[src/rtl/aes_shiftrows_pipe.sv]
// aes_shiftrows_pipe
// ------------------
// Pipelined ShiftRows / InvShiftRows stage for the Rijndael round datapath.
// Each accepted beat has its bytes permuted on the way into the first
// register stage. Further stages only carry the beat towards the output.
// A valid/ready handshake gives full back-pressure and has no bubbles.
//
// Parameters
//   NB           state columns (4, 6 or 8)
//   PIPE_STAGES  number of register stages (1..4)
//
// Ports
//   clk        rising-edge clock
//   rst_n      asynchronous active-low reset
//   flush      synchronous clear of every in-flight beat
//   in_valid   input beat valid
//   in_ready   block can accept an input beat
//   in_inv     0 = ShiftRows, 1 = InvShiftRows, sampled with the beat
//   in_state   input state, column-major, MSB first
//   out_valid  output beat valid
//   out_ready  downstream accepts the beat
//   out_inv    mode bit carried with the beat
//   out_state  permuted state
//   busy       at least one stage holds a valid beat
module aes_shiftrows_pipe #(
  parameter int NB          = 4,
  parameter int PIPE_STAGES = 1
) (
  input  logic              clk,
  input  logic              rst_n,
  input  logic              flush,
  input  logic              in_valid,
  output logic              in_ready,
  input  logic              in_inv,
  input  logic [32*NB-1:0]  in_state,
  output logic              out_valid,
  input  logic              out_ready,
  output logic              out_inv,
  output logic [32*NB-1:0]  out_state,
  output logic              busy
);

  localparam int W = 32 * NB;

  if (!(NB == 4 || NB == 6 || NB == 8)) begin : g_bad_nb
    $error("aes_shiftrows_pipe: NB must be 4, 6 or 8");
  end
  if (PIPE_STAGES < 1 || PIPE_STAGES > 4) begin : g_bad_stages
    $error("aes_shiftrows_pipe: PIPE_STAGES must be in 1..4");
  end

  // Byte permutation. All indices are elaboration-time constants, so this
  // reduces to plain wiring plus a 2:1 mux per byte for the mode select.
  // The wide block (NB = 8) uses row offsets {0,1,3,4}. The others use
  // {0,1,2,3}.
  logic [W-1:0] perm_state;

  for (genvar r = 0; r < 4; r++) begin : g_row
    localparam int OFF = ((NB == 8) && (r >= 2)) ? r + 1 : r;
    for (genvar c = 0; c < NB; c++) begin : g_col
      localparam int FSRC = (c + OFF) % NB;
      localparam int ISRC = (c - OFF + NB) % NB;
      localparam int DST  = W - 1 - 8 * (r + 4 * c);
      localparam int FBIT = W - 1 - 8 * (r + 4 * FSRC);
      localparam int IBIT = W - 1 - 8 * (r + 4 * ISRC);
      assign perm_state[DST -: 8] = in_inv ? in_state[IBIT -: 8]
                                           : in_state[FBIT -: 8];
    end
  end

  logic [PIPE_STAGES-1:0] valid_vec;

  // Elastic register chain. A stage takes a new beat when it is empty or
  // its own beat is leaving in the same cycle. The ready chain therefore
  // runs combinationally from out_ready back to in_ready.
  for (genvar k = 0; k < PIPE_STAGES; k++) begin : g_stage
    logic         valid_q;
    logic         inv_q;
    logic [W-1:0] state_q;
    logic         rdy;
    logic         down_rdy;
    logic         up_valid;
    logic         up_inv;
    logic [W-1:0] up_state;

    if (k == PIPE_STAGES - 1) begin : g_last
      assign down_rdy = out_ready;
    end else begin : g_mid
      assign down_rdy = g_stage[k+1].rdy;
    end

    if (k == 0) begin : g_first
      assign up_valid = in_valid && !flush;
      assign up_inv   = in_inv;
      assign up_state = perm_state;
    end else begin : g_follow
      assign up_valid = g_stage[k-1].valid_q;
      assign up_inv   = g_stage[k-1].inv_q;
      assign up_state = g_stage[k-1].state_q;
    end

    assign rdy          = !valid_q || down_rdy;
    assign valid_vec[k] = valid_q;

    // The payload loads only when a beat actually moves in. A stalled
    // stage therefore keeps its data bit-exact.
    always_ff @(posedge clk or negedge rst_n) begin
      if (!rst_n) begin
        valid_q <= 1'b0;
        inv_q   <= 1'b0;
        state_q <= '0;
      end else begin
        if (flush) begin
          valid_q <= 1'b0;
        end else if (rdy) begin
          valid_q <= up_valid;
        end
        if (rdy && up_valid) begin
          inv_q   <= up_inv;
          state_q <= up_state;
        end
      end
    end
  end

  assign in_ready  = g_stage[0].rdy && !flush;
  assign out_valid = g_stage[PIPE_STAGES-1].valid_q;
  assign out_inv   = g_stage[PIPE_STAGES-1].inv_q;
  assign out_state = g_stage[PIPE_STAGES-1].state_q;
  assign busy      = |valid_vec;

endmodule

[config.mk]
export PLATFORM = sky130hd
export DESIGN_NAME = aes_shiftrows_pipe
export DESIGN_NICKNAME = d
export VERILOG_FILES = /design/src/rtl/aes_shiftrows_pipe.sv
export SDC_FILE = /design/constraint.sdc
export NUM_CORES = 1
export LEC_CHECK = 0
export CAP_MARGIN = 20
export CORE_MARGIN = 3
export CORE_UTILIZATION = 25
export CTS_CLUSTER_SIZE = 30
export DETAILED_ROUTE_END_ITERATION = 12
export DONT_BUFFER_PORTS = 1
export SKIP_LAST_GASP = 1
export SYNTH_ARGS = -nofsm -noshare
export SYNTH_HDL_FRONTEND = slang
export SYNTH_SLANG_ARGS = --single-unit
[constraint.sdc]
create_clock -name clk -period 2.3 [get_ports clk]
set_input_delay 0.46 -clock clk [delete_from_list [all_inputs] [get_ports clk]]
set_output_delay 0.46 -clock clk [all_outputs]
set_load 0.01 [all_outputs]
==> impl_summary.md <==
Die
The count of boundary I/O pins is 266. From left edge to right edge, the die measures 156.9 microns. Row generation in the floorplan step produced 54 rows. The die is 156.9 microns tall.

The area of the core is 22,090 sq um. The area of the die is 24,620 sq um. The starting density of the core is 0.2577.

Timing
Summed over all failing endpoints, the final setup total negative slack is 0 ns. The highest clock frequency the design can meet is 538.8 MHz. The worst hold margin is -0.2546 ns. The number of hold-slack violations in the final timing report is 130. The clock period could shrink to 1.856 ns. The clock arrives with 0.008513 ns of skew.

The relative slew slack is 0.7549. Setup repair after global routing left no endpoint under its margin. The setup slack after layout is 0.4442 ns. The worst-margin pin slew is 0.3677 ns. The count of pins over their slew limit came to 0. Setup violations remaining at the end of the flow were counted as 0. Of the available clock period, the critical path in the final layout requires 0.8069.

Clock tree
Clock-pin slew was measured on the worst setup and hold paths at 0.06 ns. Clock latency on the worst-skew pair, taken at its later pin, is 0.41 ns. The total number of H-tree levels is 4. Clock tree synthesis found a total of 130 sinks. The clock tree root buffer cell is clkbuf_16. TritonCTS created 17 clock buffers.

Post-CTS repair changed the size of 0 cells. TritonCTS built the clock tree. The number of buffers on the longest clock path is 2. In this run the post-CTS setup repair buffer count came out at 0.

Placed design
The cell total after placement is 610. The placement-stage cell area is 5861 sq um. The HPWL after detailed placement is 8613 microns. The routability congestion estimate from global placement is 0.7450.

OpenSTA, run right after detailed placement, puts the worst setup slack at 0.4491 ns. The number of buffers inserted by port buffering is 0.

Logic synthesis
In the synthesized netlist, the number of instances is 350. For this run, the register share of the synthesized area comes to 0.5714. The cell area that synthesis handed to floorplanning was 5693 sq um.

The dominant combinational cell family by area after synthesis is multiplexers. The compound-cell area share of the yosys netlist is 0. A synthesized cell averages 16.27 sq um.

The proportion of synthesized area in mux cells is 0.3818. The top cell type's share of synthesized area is 0.5714. Of the total synthesized cell area, the portion taken by full adders, half adders and majority gates is 0. For this run, the number of Yosys warnings is 0.

In the post-synthesis netlist, the biggest area contributors are dfrtp_1 (57%), mux2_2 (38%), buf_6 (3.4%), buf_4 (0.40%), nor3b_4 (0.33%). The simple logic cell fraction of the synthesized area is 0.007692. The net count after synthesis is 484. The number of distinct standard cells referenced by the synthesized netlist is 9. The post-synthesis cell type with the largest combined area is dfrtp_1. Of the total synthesized cell area, the portion taken by XOR and XNOR cells is 0. After synthesis the netlist holds a flip-flop and latch count of 130.

Routing
The met1 wire length is 4370 microns. Dividing the detail-routed wire length by the instance count gives 19.30 microns. The violation count after the first detailed-routing iteration is 72. The count of nets left with antenna violations once routing finished came out at 0. The DRC violation count after routing is 0. The via-per-instance ratio is 4.542. Summed over all nets, wire length on met2 after detailed routing comes to 6366 microns.

For this block, the routed nets add up to 12,390 microns of wire. The iteration count of the initial detailed-routing pass is 3. The total via count in the routed design is 2,916. The highest layer touched by signal routing is met4. The routed design uses 1485 microns of met3 wire.

Power
Of the total power, the share spent switching nets is 0.2508. The power share of the sequential group is 0.473. The worst-case IR drop observed on VDD is 0.3084 mV.

The internal portion of the total power is 5.115 mW. The switching power total is 1.713 mW. The part of the total power dissipated in combinational logic is 0.087.

The areal power density over the cells is 1047 nW/um^2. Total power for the finished layout comes to 6.828 mW. In this run the static leakage power is 2.622 nW.

Of the total power, the clock network draws 0.439.

Layout
The final instance count without filler cells is 642. The utilization after layout is 0.2952. The final net count is 483.

After filler insertion, the fill cell instance count of the layout stands at 2,164. The antenna cell count is 0. Summing all multi-input logic gate instances after layout gives 2217 sq um. The area occupied by registers is 3253 sq um. The layout cell share with drive strength beyond 1 is 0.6326. The final non-filler cell area is 6521 sq um. The post-synthesis to final-layout area growth is 14.55%.

Critical path
The critical path goes through nor2b_4 -> nor3b_4 -> buf_12 -> mux2_2. The critical register-to-register path endpoint is out_state[21]$_DFFE_PN0P_. By startpoint and endpoint, the worst setup path is classified as reg -> reg.

The worst setup path is captured at a flip-flop. The reg-to-reg critical path startpoint is busy$_DFFE_PN0P_. The internal reg-to-reg setup slack is 0.44 ns. The number of buffers and inverters on the critical path is 1. At the worst endpoint, the arrival time is 2.14 ns. The worst register-to-register path has a depth of 4.

The largest stage delay on the critical path is 0.47 ns. Among all stages on the critical path, the largest delay is contributed by dfrtp_1. The required time at the endpoint of the critical path is 2.58 ns. The critical-path maximum fanout is 66. The startpoint type of the worst setup path is a flip-flop. In this design, the largest share of critical-path delay is due to simple AND/OR/NAND/NOR gates.

Global routing
Summed over all layers, the global routing overflow is 0. The via count of the first global-routing pass is 3,198. The first global-routing pass estimated 18,250 microns of wire. Entering global routing, the biggest net connects 131 pins. In the global route stage, overall resource usage came out at 0.09689.

The initial antenna violation count is 0.

Status
The checks that failed: hold timing. The run finished, with violations left.

Worst hold path
The class of the worst hold path is in -> async.

Job
Max-cap violations in this run came to 0.
[power groups by stage]
stage / clock, mW / combinational [mW] / sequential (mW)
floorplan: 0 / 0.584 / 3.15
global placement: 0 / 0.570 / 3.28
detailed placement: 0 / 0.609 / 3.28
CTS: 3.10 / 0.607 / 3.25
global route: 3.21 / 0.655 / 3.29
finish: 3.00 / 0.595 / 3.23
[cell families after synthesis]
| family | Yosys count |
|---|---|
| muxes | 193 |
| DFF | 130 |
| buffers and inverters | 22 |
| and+or+nand+nor | 5 |
[cell usage after synthesis]
master      n
nor3b_4     1
buf_6      17
dfrtp_1   130
mux2_2    193
buf_4       3
buf_2       1
nor2_1      3
nor2b_4     1
clkbuf_1    1
[layer usage]
metal  GRT usage  vias to the layer above
li1            -                     1251
met3     0.05692                       12
met2      0.1601                      169
met4     0.03668                        0
met1      0.1020                     1484
met5           0                        -
[cells in the final DEF (no fill, tap or decap)]
cell        count
bufinv_16       5
clkinv_2        3
mux2_2        193
nor2b_4         1
nor3b_4         1
clkbuf_16      17
dfrtp_1       130
clkinvlp_4      1
buf_12          2
clkinv_4        4
nor2_1          3
clkbuf_8        2
[layout make-up]
cell class / instances / share of cell area
Sequential cell: 130 / 0.4988
Multi-Input combinational cell: 198 / 0.3400
Clock buffer: 19 / 0.06946
Tap cell: 280 / 0.05372
Clock inverter: 13 / 0.03185
Timing Repair Buffer: 2 / 0.006140
[sequential cells by signal, summed over array words and instances (netlist names)]
signal,cells
out_state,128
busy,1
out_inv,1
[worst max-delay path by stage]
stage | endpoint | start | cells after the start | slack [ns]
global placement | out_state[22]$_DFFE_PN0P_ | busy$_DFFE_PN0P_ | 4 | 0.49
CTS | out_state[14]$_DFFE_PN0P_ | busy$_DFFE_PN0P_ | 4 | 0.44
finish | out_state[21]$_DFFE_PN0P_ | busy$_DFFE_PN0P_ | 4 | 0.44
floorplan | out_state[104]$_DFFE_PN0P_ | busy$_DFFE_PN0P_ | 5 | 0.76
detailed placement | out_state[14]$_DFFE_PN0P_ | busy$_DFFE_PN0P_ | 4 | 0.45
global route | out_state[21]$_DFFE_PN0P_ | busy$_DFFE_PN0P_ | 4 | 0.37
Power figures use the tool's default switching activity.
